**src/rtl/order_matcher.sv**
```systemverilog
`default_nettype none
// order_matcher: price-time-priority matcher. Each sample strobe submits one bid and one ask,
// which are matched against a sorted DEPTH-entry resting book per side. Rev 1.0
module order_matcher #(
   parameter int DEPTH = 4
) (
   input  logic        clk,
   input  logic        reset,
   input  logic        clear,
   input  logic        sample_en,
   input  logic [7:0]  buy_price,
   input  logic [7:0]  sell_price,
   output logic        busy,
   output logic        trade_valid,
   output logic [7:0]  trade_price,
   output logic        trade_side,
   output logic [15:0] trade_count,
   output logic [7:0]  drop_count,
   output logic [7:0]  overrun_count,
   output logic [7:0]  best_bid,
   output logic [7:0]  best_ask,
   output logic [3:0]  bid_count,
   output logic [3:0]  ask_count
);

   typedef enum logic [1:0] {
      IDLE = 2'd0,
      BID  = 2'd1,
      ASK  = 2'd2
   } state_t;

   localparam logic [3:0] C_DEPTH = 4'(DEPTH);

   state_t      state_q;
   logic [7:0]  in_bid_q, in_ask_q;
   logic [7:0]  bids_q [DEPTH];
   logic [7:0]  asks_q [DEPTH];
   logic [3:0]  bid_cnt_q, ask_cnt_q;
   logic        busy_q, trade_valid_q, trade_side_q;
   logic [7:0]  trade_price_q, drop_q, overrun_q;
   logic [15:0] trade_cnt_q;

   logic [7:0]  bid_ins [DEPTH];
   logic [7:0]  ask_ins [DEPTH];
   logic [7:0]  bid_shr [DEPTH];
   logic [7:0]  ask_shr [DEPTH];
   logic [7:0]  bid_pop [DEPTH];
   logic [7:0]  ask_pop [DEPTH];
   logic [3:0]  bid_pos, ask_pos;
   logic        bid_cross, ask_cross, bid_full, ask_full, bid_beats, ask_beats;

   // Empty slots hold 8'h00 (bids) / 8'hFF (asks) so slot 0 is directly the best-price output.
   always_comb begin
      bid_pos = 4'd0;
      ask_pos = 4'd0;
      for (int i = 0; i < DEPTH; i++) begin
         if ((4'(i) < bid_cnt_q) && (bids_q[i] >= in_bid_q)) bid_pos = bid_pos + 4'd1;
         if ((4'(i) < ask_cnt_q) && (asks_q[i] <= in_ask_q)) ask_pos = ask_pos + 4'd1;
      end
      bid_shr[0]       = in_bid_q;
      ask_shr[0]       = in_ask_q;
      bid_pop[DEPTH-1] = 8'h00;
      ask_pop[DEPTH-1] = 8'hFF;
      for (int i = 1; i < DEPTH; i++) begin
         bid_shr[i]   = bids_q[i-1];
         ask_shr[i]   = asks_q[i-1];
         bid_pop[i-1] = bids_q[i];
         ask_pop[i-1] = asks_q[i];
      end
      // Insert behind existing equal prices; on a full book the tail falls off.
      for (int i = 0; i < DEPTH; i++) begin
         if (4'(i) < bid_pos)       bid_ins[i] = bids_q[i];
         else if (4'(i) == bid_pos) bid_ins[i] = in_bid_q;
         else                       bid_ins[i] = bid_shr[i];
         if (4'(i) < ask_pos)       ask_ins[i] = asks_q[i];
         else if (4'(i) == ask_pos) ask_ins[i] = in_ask_q;
         else                       ask_ins[i] = ask_shr[i];
      end
   end

   assign bid_cross = (ask_cnt_q != 4'd0) && (in_bid_q >= asks_q[0]);
   assign ask_cross = (bid_cnt_q != 4'd0) && (bids_q[0] >= in_ask_q);
   assign bid_full  = (bid_cnt_q == C_DEPTH);
   assign ask_full  = (ask_cnt_q == C_DEPTH);
   assign bid_beats = (in_bid_q > bids_q[DEPTH-1]);
   assign ask_beats = (in_ask_q < asks_q[DEPTH-1]);

   always_ff @(posedge clk or posedge reset) begin
      if (reset) begin
         state_q       <= IDLE;
         in_bid_q      <= 8'h00;
         in_ask_q      <= 8'h00;
         bid_cnt_q     <= 4'd0;
         ask_cnt_q     <= 4'd0;
         busy_q        <= 1'b0;
         trade_valid_q <= 1'b0;
         trade_side_q  <= 1'b0;
         trade_price_q <= 8'h00;
         trade_cnt_q   <= 16'h0000;
         drop_q        <= 8'h00;
         overrun_q     <= 8'h00;
         for (int i = 0; i < DEPTH; i++) begin
            bids_q[i] <= 8'h00;
            asks_q[i] <= 8'hFF;
         end
      end else if (clear) begin
         state_q       <= IDLE;
         bid_cnt_q     <= 4'd0;
         ask_cnt_q     <= 4'd0;
         busy_q        <= 1'b0;
         trade_valid_q <= 1'b0;
         trade_price_q <= 8'h00;
         trade_cnt_q   <= 16'h0000;
         drop_q        <= 8'h00;
         overrun_q     <= 8'h00;
         for (int i = 0; i < DEPTH; i++) begin
            bids_q[i] <= 8'h00;
            asks_q[i] <= 8'hFF;
         end
      end else begin
         trade_valid_q <= 1'b0;
         if (sample_en && (state_q != IDLE) && (overrun_q != 8'hFF))
            overrun_q <= overrun_q + 8'd1;
         case (state_q)
            IDLE: begin
               if (sample_en) begin
                  in_bid_q <= buy_price;
                  in_ask_q <= sell_price;
                  busy_q   <= 1'b1;
                  state_q  <= BID;
               end
            end
            BID: begin
               if (bid_cross) begin
                  trade_valid_q <= 1'b1;
                  trade_price_q <= asks_q[0];
                  trade_side_q  <= 1'b1;
                  trade_cnt_q   <= trade_cnt_q + 16'd1;
                  asks_q        <= ask_pop;
                  ask_cnt_q     <= ask_cnt_q - 4'd1;
               end else if (!bid_full) begin
                  bids_q    <= bid_ins;
                  bid_cnt_q <= bid_cnt_q + 4'd1;
               end else begin
                  if (bid_beats) bids_q <= bid_ins;
                  if (drop_q != 8'hFF) drop_q <= drop_q + 8'd1;
               end
               state_q <= ASK;
            end
            ASK: begin
               if (ask_cross) begin
                  trade_valid_q <= 1'b1;
                  trade_price_q <= bids_q[0];
                  trade_side_q  <= 1'b0;
                  trade_cnt_q   <= trade_cnt_q + 16'd1;
                  bids_q        <= bid_pop;
                  bid_cnt_q     <= bid_cnt_q - 4'd1;
               end else if (!ask_full) begin
                  asks_q    <= ask_ins;
                  ask_cnt_q <= ask_cnt_q + 4'd1;
               end else begin
                  if (ask_beats) asks_q <= ask_ins;
                  if (drop_q != 8'hFF) drop_q <= drop_q + 8'd1;
               end
               busy_q  <= 1'b0;
               state_q <= IDLE;
            end
            default: begin
               busy_q  <= 1'b0;
               state_q <= IDLE;
            end
         endcase
      end
   end

   assign busy          = busy_q;
   assign trade_valid   = trade_valid_q;
   assign trade_price   = trade_price_q;
   assign trade_side    = trade_side_q;
   assign trade_count   = trade_cnt_q;
   assign drop_count    = drop_q;
   assign overrun_count = overrun_q;
   assign best_bid      = bids_q[0];
   assign best_ask      = asks_q[0];
   assign bid_count     = bid_cnt_q;
   assign ask_count     = ask_cnt_q;

endmodule
`default_nettype wire

```
**config.mk**
```make
export PLATFORM = sky130hd
export DESIGN_NAME = order_matcher
export DESIGN_NICKNAME = d
export VERILOG_FILES = /design/src/rtl/order_matcher.sv
export SDC_FILE = /design/constraint.sdc
export NUM_CORES = 1
export LEC_CHECK = 0
export BUFFER_PORTS_ARGS = -buffer_cell sky130_fd_sc_hd__buf_2
export CAP_MARGIN = 20
export CORE_MARGIN = 3
export CORE_UTILIZATION = 39
export CTS_CLUSTER_DIAMETER = 200
export DETAILED_ROUTE_END_ITERATION = 8
export SYNTH_ARGS = -nofsm -noshare
export SYNTH_HDL_FRONTEND = slang
export SYNTH_SLANG_ARGS = --single-unit
```
**constraint.sdc**
```tcl
create_clock -name clk -period 14.8 [get_ports clk]
set_clock_uncertainty 0.1 [all_clocks]
set_input_delay 2.96 -clock clk [delete_from_list [all_inputs] [get_ports clk]]
set_output_delay 2.96 -clock clk [all_outputs]
set_load 0.02 [all_outputs]
```
# Yosys cells after proc, flatten, opt, wreduce, memory -nomap -nowiden
# Index checks and enable logic that the tools add are counted.
[op_classes]
n_reduce_logical = 28
magnitude_cmp = 28
addsub = 13
n_mux = 74
n_bitwise = 1
eq_ne = 26
[op_table]
columns = ["operator", "n"]
rows = [
  ["$mux 32", 10],
  ["$mux 8", 25],
  ["$pmux 32 s2", 2],
  ["$mux 4", 14],
  ["$ge 8x8->1", 6],
  ["$mux 16", 3],
  ["$add 4x1->4 const B", 8],
  ["$le 8x8->1", 4],
  ["$lt 1x4->1 const A", 8],
  ["$lt 2x4->1 const A", 8],
  ["$pmux 16 s2", 1],
  ["$pmux 8 s2", 2],
  ["$ne 3x3->1 const B", 9],
  ["$reduce_and 4->1", 5],
  ["$add 16x1->16 const B", 1],
  ["$add 8x1->8 const B", 2],
  ["$eq 2x4->1 const A", 4],
  ["$ne 8x8->1 const B", 2],
  ["$pmux 4 s2", 2],
  ["$logic_and 1x1->1", 12],
  ["$mux 1", 9],
  ["$eq 1x4->1 const A", 2],
  ["$eq 4x3->1 const B", 2],
  ["$gt 8x8->1", 1],
  ["17 further kinds", 28],
]
[totals]
input_bits = 20
register_bits = 133
elab_cells = 190
output_inout_bits = 67

# Longest topological paths before layout
# Gate-level depths: netlist (run 1).
[depth]
ltp_word = 17
depth_mapped = 21
depth_no_buf = 20

# Worst setup path before layout (run 1)
# OpenSTA, ideal clock, no wires.
[synth_path]
kind = "flip-flop to flip-flop"
from = "register bids_q (netlist bit best_bid[0])"
to = "register bids_q (netlist bit bid_pop[31])"
path_stages_with_launch = 21
t_arrival_ns = 4.693
path_slack_ns = 9.907
setup_time_ns = 0.101
n_path_buf = 0
t_required_ns = 14.599
synth_period_minus_slack_ns = 4.893
path_cell_list = "dfrtp_1 -> inv_1 -> ha_1 -> nand2b_1 -> a21o_1 -> a21o_1 -> a21o_1 -> a21o_1 -> a21oi_1 -> nor2b_1 -> o31a_1 -> ha_1 -> inv_1 -> xnor2_1 -> ha_1 -> inv_1 -> a2111o_1 -> a31oi_4 -> nor3b_2 -> mux2_2 -> o32ai_1"
[synth_via]
elab_chain_cells = 17
elab_cells_between_ends = 22
cone_classes = "add/sub (3); order compare (3); eq/ne (2); mux (11); reduce/logical (3)"
[synth_rtl]
columns = ["element", "line", "rtl"]
rows = [
  ["start: declaration", "36", "logic [7:0] bids_q [DEPTH];"],
  ["start signal: assignment", "142", "bids_q <= bid_ins;"],
  ["start signal: assignment", "145", "if (bid_beats) bids_q <= bid_ins;"],
  ["start signal: assignment", "156", "bids_q <= bid_pop;"],
  ["branches (longest 17 deep; another with $ge 8x8->1)", "--", ""],
]
# Parallel ways; which one is timed is not known. The select of a mux whose other input is x is not followed.
# A chain may end at the register's enable or synchronous reset.

# Worst setup path after layout (run 1)
[layout_path]
from = "register in_bid_q[0]"
to = "register bids_q (netlist bit bid_pop[29])"
[layout_via]
elab_chain_cells = 17
elab_cells_between_ends = 30
cone_classes = "add/sub (3); order compare (7); eq/ne (3); mux (11); reduce/logical (6)"
[layout_rtl]
columns = ["element", "line", "rtl"]
rows = [
  ["start: declaration", "35", "logic [7:0] in_bid_q, in_ask_q;"],
  ["start signal: assignment", "127", "in_bid_q <= buy_price;"],
  ["branches (longest 17 deep; another with $ge 8x8->1)", "--", ""],
]
# Parallel ways; which one is timed is not known. The select of a mux whose other input is x is not followed.

==> results.sh, run 1 <==
export IMPL_synth_flop_cell="dfrtp_1"
export IMPL_fin_area_mm2=0.0107
export IMPL_hpwlAfterDp_um=18900
export IMPL_route_detailed_drc=0
export IMPL_route_met2_wl_um=11000
export IMPL_path_cells="ha_1, nand2b_1, a21o_1, a21o_1, a21o_1, a21o_1, a21o_1, a211o_1, o211a_1, ha_1, inv_1, xnor2_1, ha_1, inv_1, a2111o_1, a31oi_4, nor3b_2, mux2_2, o32ai_1"
export IMPL_drive_gt1_share_pct=19.1
export IMPL_hold_class="flip-flop to flip-flop"
export IMPL_endpoint_kind="flip-flop"
export IMPL_first_global_vias=7399
export IMPL_die_x_um=161
export IMPL_yosys_warnings=0
export IMPL_finalWirelength_um=25500
export IMPL_chipHeight_um=161
export IMPL_grt_overflow=0
export IMPL_wl_met1_um=12900
export IMPL_crit_fanout=9
export IMPL_fin_total_pwr_mw=1.34
export IMPL_htreeDepth=4
export IMPL_areaGrowthSynthToFinish_pct=14.4
export IMPL_timing_final_ws_setup_ps=9210
export IMPL_cp_data_required_time_ps=15010
export IMPL_cts_repair_resized=0
export IMPL_crit_family="compound AO/OA/AOI/OAI gates"
export IMPL_hold_viol_final=0
export IMPL_finalCritPeriodShare_pct=37.8
export IMPL_via_per_inst=5.68
export IMPL_p_leak_nw=5.25
export IMPL_synth_top_cells_by_count="101 x dfrtp_1, 101 x ha_1, 88 x inv_1"
export IMPL_rsz0062_at_grt="false"
export IMPL_route_met3_wl_um=1290
export IMPL_dpl_cell_area_mm2=0.0101
export IMPL_status="completed"
export IMPL_synth_async_sr_flop_share_pct=100
export IMPL_ys_ff_latch=133
export IMPL_antenna_found_initial=0
export IMPL_final_util_pct=45.4
export IMPL_clock_path_buffers=2
export IMPL_max_freq_ghz=0.179
export IMPL_synthTopCellsByArea="dfrtp_1 27%, ha_1 14%, dfstp_2 9.0%"
export IMPL_slowest_stage="nor3b_2"
export IMPL_ys_types=70
export IMPL_track_usage_pct=19.8
export IMPL_cp_num_buf_inv=2
export IMPL_path_clk_slew_ps=60
export IMPL_tns_ps=0
export IMPL_post_drt_wl_per_cell_um=18.5
export IMPL_insertion_delay_ps=420
export IMPL_netlist_area_mm2=0.00934
export IMPL_peakVddDrop_mv=0.0704
export IMPL_cp_slowest_stage_delay_ps=710
export IMPL_synth_fp_nets=1086
export IMPL_drt_iter0_markers=605
export IMPL_syn_inst=965
export IMPL_postCtsSetupRepairBufs=0
export IMPL_ys_seq_area_share_pct=36.0
export IMPL_root_buffer="clkbuf_16"
export IMPL_drv_slew=0
export IMPL_setup_viol=0
export IMPL_synth_top_area_share_pct=27.0
export IMPL_fp_dieArea_mm2=0.0259
export IMPL_cts_tree="built"
export IMPL_ios=87
export IMPL_power_per_cell_area_mw_per_mm2=125
export IMPL_cts_sink_count=133
export IMPL_critPathArrivalTime_ps=5800
export IMPL_dr_total_vias=7840
export IMPL_grt_pass1_wl_um=41200
export IMPL_cts_buffers=17
export IMPL_synth_edf_count=0
export IMPL_gp_congestion=0.863
export IMPL_worstSetupStartpointType="flip-flop"
export IMPL_max_slew_margin_pct=26.9
export IMPL_core_area_mm2=0.0235
export IMPL_synth_avg_cell_area_um2=9.68
export IMPL_crit_top_cell="a21o_1"
export IMPL_portBuffers=86
export IMPL_synth_top_cell_by_area="dfrtp_1"
export IMPL_diodes=0
export IMPL_worst_slew_pin_transition_ps=1090
export IMPL_dr_pass1_iters=6
export IMPL_fin_crit_ps=5590
export IMPL_dp_slack_ps=9070
export IMPL_ant_nets=0
export IMPL_drv_cap=0
export IMPL_start_util_pct=39.7
export IMPL_criticalPathCategory="flip-flop to flip-flop"
export IMPL_top_layer_used="met4"
export IMPL_fin_nets=1170
export IMPL_hold_buffers=0
export IMPL_grt_max_degree=69
export IMPL_std_cell_rows=56
## layer usage
| layer | global-route usage (%) | up-vias |
|---|---|---|
| met3 | 3.38 | 30 |
| met2 | 29.2 | 215 |
| li1 | - | 3753 |
| met1 | 30.0 | 3842 |
| met4 | 5.44 | 0 |
| met5 | 0 | - |
## layout by cell type (no fill, tap or decap), types with 9 or more instances in the layout
| master | n |
|---|---|
| dfrtp_1 | 101 |
| ha_1 | 100 |
| inv_1 | 87 |
| buf_2 | 86 |
| nor2_1 | 83 |
| mux2i_1 | 63 |
| nand2_1 | 47 |
| o21ai_0 | 37 |
| a21oi_1 | 35 |
| dfstp_2 | 32 |
| mux2_2 | 31 |
| nand3_1 | 25 |
| nand4_1 | 20 |
| xor2_1 | 18 |
| o22ai_1 | 18 |
| clkbuf_16 | 17 |
| a21o_1 | 15 |
| nor3_1 | 15 |
| xnor2_1 | 13 |
| o221ai_1 | 11 |
| o21a_1 | 10 |
| a211oi_1 | 10 |
| nor4_1 | 10 |
| o31ai_1 | 9 |
| and3_1 | 9 |
| a221oi_1 | 9 |
| or3_1 | 9 |
| a2bb2oi_1 | 9 |
## stage by stage
| stage | cells | hold WS (ps) |
|---|---|---|
| finish | 1381 | 401 |
| global route | 1381 | 415 |
| CTS | 1380 | 402 |
| detailed placement | 1348 | 393 |
| global placement | 1348 | 388 |
| floorplan | 965 | 368 |
## worst register-to-register path: cells and delay by family, from the launching register on
| kind | cells | cell delay, ps |
|---|---|---|
| AOI/OAI and AO/OA | 10 | 2330 |
| xor gates and xnor gates | 1 | 270 |
| adders and majority gates | 3 | 900 |
| buffers and inverters | 2 | 160 |
| DFF | 1 | 480 |
| muxes | 1 | 410 |
| and+or+nand+nor | 2 | 850 |
## registers in the layout, summed over array words and instances (netlist names), 4 cells and up
register	count
in_ask_q	8
overrun_count	8
in_bid_q	8
trade_price	8
ask_pop	24
ask_count	4
best_bid	8
trade_count	16
drop_count	8
bid_count	4
bid_pop	24
best_ask	8
## cell type report
class | instances | area (µm²)
clock buffers | 23 | 468
well taps | 319 | 399
inverters | 89 | 339
clock inverters | 9 | 103
fillers | 2312 | 12800
flip-flops and latches | 133 | 3370
repair buffers | 90 | 468
multi-input cells | 718 | 5550
## logic make-up (layout without fill, tap and decap cells)
kind of cell,Yosys count,in the layout,share of synthesized area (%)
AO/OA/AOI/OAI,230,230,18.2
XOR/XNOR,31,31,2.91
adder cells (fa/ha/maj),101,101,13.5
buffers and inverters,114,211,4.59
multiplexers,94,94,10.5
flip-flops,133,133,36.0
AND/OR/NAND/NOR,262,262,14.2
## power by group
part | total, mW | leakage [nW] | internal (mW) | switching (mW)
sequential | 0.455 | 1.68 | 0.395 | 0.0593
combinational | 0.466 | 3.29 | 0.194 | 0.273
clock | 0.419 | 0.273 | 0.256 | 0.163
total | 1.34 | 5.25 | 0.845 | 0.495
## final timing paths
check | startpoint | to | slack [ps] | cells after the start
worst max-delay path | in_bid_q[0] | bid_pop[29] | 9210 | 19
worst min-delay path | ask_pop[30] | ask_pop[30] | 400 | 2
worst max register to register | in_bid_q[0] | bid_pop[29] | 9210 | 19
worst min register to register | ask_pop[30] | ask_pop[30] | 400 | 2
max in group asynchronous | reset | bid_pop[27] | 10760 | 3
min in group asynchronous | reset | trade_count[8] | 2510 | 2
(Power assumes the default switching activity.)
==> run 2, diff against run 1 <==
==> constraint.sdc (replaced) <==
create_clock -name clk -period 4.8 [get_ports clk]
set_clock_uncertainty 0.1 [all_clocks]
set_input_delay 0.96 -clock clk [delete_from_list [all_inputs] [get_ports clk]]
set_output_delay 0.96 -clock clk [all_outputs]
set_load 0.02 [all_outputs]
==> results.sh, run 2 (synthesis gave the netlist of run 1 again) <==
export IMPL_criticalPathCategory="flip-flop to flip-flop"
export IMPL_tns_ps=0
export IMPL_fp_dieArea_mm2=0.0259
export IMPL_grt_pass1_wl_um=43200
export IMPL_insertion_delay_ps=440
export IMPL_worst_slew_pin_transition_ps=1000
export IMPL_via_per_inst=5.69
export IMPL_root_buffer="clkbuf_16"
export IMPL_track_usage_pct=20.9
export IMPL_reg2reg_slack_ps=140
export IMPL_ios=87
export IMPL_setup_viol=0
export IMPL_gp_congestion=0.894
export IMPL_die_x_um=161
export IMPL_dp_cells=1406
export IMPL_cts_tree="built"
export IMPL_crit_top_cell="a21o_1"
export IMPL_dr_total_vias=8215
export IMPL_areaGrowthSynthToFinish_pct=24.5
export IMPL_clkPwrFrac_pct=33.8
export IMPL_portBuffers=86
export IMPL_dp_slack_ps=-48.8
export IMPL_fin_nets=1233
export IMPL_cp_slowest_stage_delay_ps=420
export IMPL_hold_viol_final=0
export IMPL_drv_cap=0
export IMPL_ant_nets=0
export IMPL_cts_buffers=17
export IMPL_route_detailed_drc=0
export IMPL_path_cells="ha_1, nand2b_4, a21o_1, a21o_1, a21o_1, a21o_1, a21oi_2, nor2b_2, o31a_1, ha_4, inv_2, xnor2_2, ha_2, inv_1, a2111o_1, a31oi_4, nor3b_4, buf_12, mux2_4, o32ai_2"
export IMPL_core_area_mm2=0.0235
export IMPL_start_util_pct=39.7
export IMPL_crit_family="compound AO/OA/AOI/OAI gates"
export IMPL_antenna_found_initial=0
export IMPL_clock_path_buffers=2
export IMPL_hpwlAfterDp_um=20200
export IMPL_drt_iter0_markers=669
export IMPL_hold_class="primary input to asynchronous set/reset pin"
export IMPL_crit_fanout=5
export IMPL_max_slew_margin_pct=32.6
export IMPL_drv_slew=0
export IMPL_layout_commonest_cell="dfrtp_1"
export IMPL_max_freq_ghz=0.215
export IMPL_cp_data_required_time_ps=5040
export IMPL_grt_overflow=0
export IMPL_std_cell_rows=56
export IMPL_endpoint_kind="flip-flop"
export IMPL_critPathArrivalTime_ps=4900
export IMPL_power_per_cell_area_mw_per_mm2=406
export IMPL_final_cell_mix="100 x dfrtp_1, 97 x ha_1, 86 x buf_2, 83 x inv_1, 83 x nor2_1"
export IMPL_p_int_mw=3.06
export IMPL_peakVddDrop_mv=0.191
export IMPL_p_sw_mw=1.67
export IMPL_htreeDepth=4
export IMPL_power_frac_comb_pct=38.4
export IMPL_finalWirelength_um=27200
export IMPL_fin_crit_ps=4660
export IMPL_slowest_stage="dfrtp_1"
export IMPL_status="completed"
export IMPL_timing_final_ws_setup_ps=143
export IMPL_cp_num_buf_inv=3
export IMPL_first_global_vias=7946
export IMPL_drive_gt1_share_pct=27.0
export IMPL_swShare_pct=35.2
export IMPL_cts_sink_count=133
export IMPL_path_clk_slew_ps=60
export IMPL_dr_pass1_iters=5
export IMPL_finalCritPeriodShare_pct=97.0
export IMPL_diodes=0
export IMPL_p_leak_nw=5.74
export IMPL_post_drt_wl_per_cell_um=18.8
export IMPL_final_cells=1444
export IMPL_p_seq_share_pct=27.9
export IMPL_chipHeight_um=161
export IMPL_worstSetupStartpointType="flip-flop"
export IMPL_grt_max_degree=47
==> run 2: routing by layer <==
| layer | part of all wire [%] | vias to the layer above | global-route usage [%] | wire length, µm |
|---|---|---|---|---|
| met4 | 2.0 | 0 | 6.69 | 539 |
| met2 | 44 | 271 | 31.7 | 11900 |
| li1 | - | 3885 | - | - |
| met5 | 0 | - | 0 | 0 |
| met1 | 49 | 4013 | 30.2 | 13400 |
| met3 | 5.3 | 46 | 3.71 | 1450 |
==> run 2: stage by stage <==
| step | cell area (µm²) | power [mW] | utilization [%] | hold slack [ps] |
|---|---|---|---|---|
| finish | 11600 | 4.73 | 49.4 | 329 |
| global route | 11600 | 4.99 | 49.4 | 330 |
| CTS | 11400 | 4.63 | 48.3 | 403 |
| detailed placement | 10600 | 3.01 | 45.2 | 392 |
| global placement | 10600 | 2.99 | 45.1 | 389 |
| floorplan | 9360 | 2.44 | - | 368 |
==> run 2: final timing paths <==
path | from | to | cells after the start
max | in_bid_q[0] | bid_pop[28] | 20
min | reset | trade_count[6] | 2
max reg2reg | in_bid_q[0] | bid_pop[28] | 20
min reg2reg | ask_pop[28] | ask_pop[28] | 2
max in group asynchronous | reset | best_ask[4] | 3
min in group clk | ask_pop[28] | ask_pop[28] | 2
==> run 2: final cells by class <==
class / instances / area [µm²]
Fill cell: 2166 / 11900
Multi-Input combinational cell: 718 / 5760
Sequential cell: 133 / 3370
Timing Repair Buffer: 153 / 1060
Clock buffer: 18 / 439
Tap cell: 319 / 399
Inverter: 89 / 338
Clock inverter: 14 / 270
==> run 2: power groups by stage <==
stage / combinational, mW / clock [mW] / sequential (mW)
6_report: 1.81 / 1.60 / 1.32
5_1_grt: 2.00 / 1.66 / 1.33
4_1_cts: 1.70 / 1.61 / 1.32
3_5_place_dp: 1.68 / 0 / 1.33
3_3_place_gp: 1.65 / 0 / 1.33
2_1_floorplan: 1.04 / 0 / 1.40
==> run 2: repair_timing <==
item	4_1_cts	5_1_grt
pin swaps	1	29
buffers inserted	0	4
setup endpoints to repair	14	62
gates resized for setup	3	41
hold buffers	0	0
cloned	0	1
==> run 3, diff against run 2 <==
--- a/config.mk
+++ b/config.mk
@@ -5,6 +5,7 @@
 export SDC_FILE = /design/constraint.sdc
 export NUM_CORES = 1
 export LEC_CHECK = 0
+export ABC_AREA = 1
 export BUFFER_PORTS_ARGS = -buffer_cell sky130_fd_sc_hd__buf_2
 export CAP_MARGIN = 20
 export CORE_MARGIN = 3
==> results.sh, run 3 <==
export IMPL_fp_dieArea_mm2=0.0270
export IMPL_core_area_mm2=0.0245
export IMPL_peakVddDrop_mv=0.226
export IMPL_met1_usage_pct=28.8
export IMPL_clkPwrFrac_pct=23.5
export IMPL_insertion_delay_ps=430
export IMPL_hpwlAfterDp_um=20900
export IMPL_drv_slew=0
export IMPL_yosys_warnings=0
export IMPL_dr_total_vias=8966
export IMPL_path_cells="inv_1, ha_1, a21oi_1, o21ai_0, nand2_1, o211ai_1, a21oi_1, ha_1, nand3_1, nand2_1, inv_1, ha_1, nand3_1, xnor2_1, buf_4, nand2_1, nand2_1, nand2_4, inv_2, o21ai_2, nand2_1, nand2_1"
export IMPL_synth_top_cells_by_count="339 x nand2_1, 144 x inv_1, 111 x nand3_1"
export IMPL_start_util_pct=39.9
export IMPL_grt_use_met2_pct=35.9
export IMPL_worstSetupStartpointType="flip-flop"
export IMPL_ys_seq_area_share_pct=34.5
export IMPL_portBuffers=86
export IMPL_ys_ff_latch=133
export IMPL_max_freq_ghz=0.259
export IMPL_p_leak_nw=5.77
export IMPL_hp_start="trade_price[0]"
export IMPL_drv_cap=0
export IMPL_swShare_pct=46.6
export IMPL_root_buffer="clkbuf_16"
export IMPL_cts_repair_resized=0
export IMPL_ios=87
export IMPL_cp_num_buf_inv=4
export IMPL_ant_nets=0
export IMPL_endpoint_kind="flip-flop"
export IMPL_syn_inst=1303
export IMPL_cts_buffers=17
export IMPL_setup_viol=0
export IMPL_via_per_inst=5.21
export IMPL_grt_max_degree=82
export IMPL_route_detailed_drc=0
export IMPL_synth_async_sr_flop_share_pct=100
export IMPL_finalCritPeriodShare_pct=80.4
export IMPL_track_usage_pct=21.6
export IMPL_std_cell_rows=57
export IMPL_cts_sink_count=133
export IMPL_layout_commonest_cell="nand2_1"
export IMPL_chipHeight_um=164
export IMPL_critPathArrivalTime_ps=4110
export IMPL_diodes=0
export IMPL_htreeDepth=4
export IMPL_hold_viol_final=0
export IMPL_worst_slew_pin_transition_ps=1010
export IMPL_slowest_stage="dfrtp_1"
export IMPL_fill_cells=2436
export IMPL_power_frac_comb_pct=47.3
export IMPL_rsz0062_at_grt="false"
export IMPL_final_cells=1721
export IMPL_grt_overflow=0
export IMPL_tns_ps=0
export IMPL_startpoint="in_ask_q[3]"
export IMPL_first_global_vias=8764
export IMPL_fin_crit_ps=3860
export IMPL_postCtsSetupRepairBufs=0
export IMPL_clock_path_buffers=2
export IMPL_drt_iter0_markers=665
export IMPL_p_sw_mw=2.78
export IMPL_power_per_cell_area_mw_per_mm2=537
export IMPL_dr_pass1_iters=5
export IMPL_fin_total_pwr_mw=5.97
export IMPL_status="completed"
export IMPL_cp_slowest_stage_delay_ps=410
export IMPL_synth_most_common_cell="nand2_1"
export IMPL_grt_busiest_layer="met2"
export IMPL_synth_avg_cell_area_um2=7.49
export IMPL_crit_fanout=11
export IMPL_grt_use_met3_pct=3.96
export IMPL_max_slew_margin_pct=32.4
export IMPL_gp_congestion=0.868
export IMPL_finalWirelength_um=28200
export IMPL_p_int_mw=3.19
export IMPL_hold_buffers=0
export IMPL_synth_flop_cell="dfrtp_1"
export IMPL_areaGrowthSynthToFinish_pct=13.8
export IMPL_grt_pass1_wl_um=46200
export IMPL_r2r_start="in_ask_q[3]"
export IMPL_die_x_um=164
export IMPL_crit_top_cell="nand2_1"
export IMPL_synthTopCellsByArea="dfrtp_1 26%, nand2_1 13%, ha_1 13%"
export IMPL_final_cell_mix="339 x nand2_1, 143 x inv_1, 111 x nand3_1, 103 x nor2_1"
export IMPL_synth_top_cell_by_area="dfrtp_1"
export IMPL_p_seq_share_pct=29.2
export IMPL_path_clk_slew_ps=60
export IMPL_drive_gt1_share_pct=17.1
export IMPL_fin_nets=1505
export IMPL_synth_top_area_share_pct=25.9
export IMPL_cts_tree="built"
export IMPL_hold_class="flip-flop to flip-flop"
export IMPL_dp_cells=1689
export IMPL_synth_fp_nets=1424
export IMPL_crit_family="simple AND/OR/NAND/NOR gates"
export IMPL_synth_edf_count=0
export IMPL_ys_types=50
export IMPL_netlist_area_mm2=0.00977
export IMPL_antenna_found_initial=0
export IMPL_post_drt_wl_per_cell_um=16.4
export IMPL_cp_data_required_time_ps=5050
export IMPL_final_util_pct=45.4
export IMPL_criticalPathCategory="flip-flop to flip-flop"
## run 3: cell count changes after synthesis, moves of 16 or more
| cell | previous run | this run |
|---|---|---|
| mux2_2 | 31 | 0 |
| nand3_1 | 25 | 111 |
| a21oi_1 | 35 | 87 |
| nor2_1 | 83 | 103 |
| inv_2 | 0 | 16 |
| inv_1 | 88 | 144 |
| nand2_1 | 47 | 339 |
| mux2i_1 | 63 | 0 |
## run 3: final cells by class
type                       count  area, µm²  share of cell area [%]
clock buffer                  18        439                    3.95
inverter                     163        622                    5.60
multi-input combinational    973       5590                    50.3
clock inverter                14        184                    1.66
sequential                   133       3370                    30.3
tap                          324        405                    3.65
timing repair buffer          96        505                    4.55
## run 3: worst paths after layout
| kind | slack, ps | endpoint | cells after the start |
|---|---|---|---|
| setup / recovery | 940 | best_ask[3] | 22 |
| hold / removal | 390 | trade_price[0] | 2 |
| setup reg to reg | 940 | best_ask[3] | 22 |
| hold reg to reg | 390 | trade_price[0] | 2 |
| max in group asynchronous | 3090 | ask_pop[12] | 3 |
| min in group asynchronous | 550 | overrun_count[4] | 2 |
## run 3: kinds of logic (layout without fill, tap and decap cells)
family | count (synthesis) | count (layout) | share of synthesized area (%)
compound gates | 210 | 210 | 12.4
xor+xnor | 11 | 11 | 0.987
fa+ha+maj | 101 | 101 | 12.9
buf+inv | 197 | 291 | 8.29
flops | 133 | 133 | 34.5
simple gates | 651 | 651 | 30.9
## run 3: routing by layer
layer	share of wire (%)	vias to the layer above
met1	46	4219
li1	-	4486
met4	2.0	0
met5	0	-
met3	3.7	47
met2	48	214
## run 3: worst reg2reg max path, stage by stage, from the launching register on
cell	delay (ps)
dfrtp_1	410
inv_1	260
ha_1	310
a21oi_1	150
o21ai_0	110
nand2_1	70
o211ai_1	90
a21oi_1	250
ha_1	310
nand3_1	140
nand2_1	100
inv_1	60
ha_1	150
nand3_1	110
xnor2_1	180
buf_4	210
nand2_1	70
nand2_1	90
nand2_4	110
inv_2	200
o21ai_2	180
nand2_1	90
nand2_1	50
## run 3: power by group through the flow
stage,Combinational (mW),Clock [mW],Sequential [mW]
final,2.82,1.40,1.74
after global placement,2.77,0,1.76
after floorplan,2.04,0,1.77
after global routing,3.24,1.48,1.78
after CTS,2.84,1.43,1.74
after detailed placement,2.82,0,1.76
## run 3: per-stage QoR
step	worst slack, ps	area [µm²]	hold WS [ps]
3_3_place_gp	987	10500	375
3_5_place_dp	942	10500	377
4_1_cts	921	11100	391
5_1_grt	452	11100	425
2_1_floorplan	239	9770	371
6_report	941	11100	387
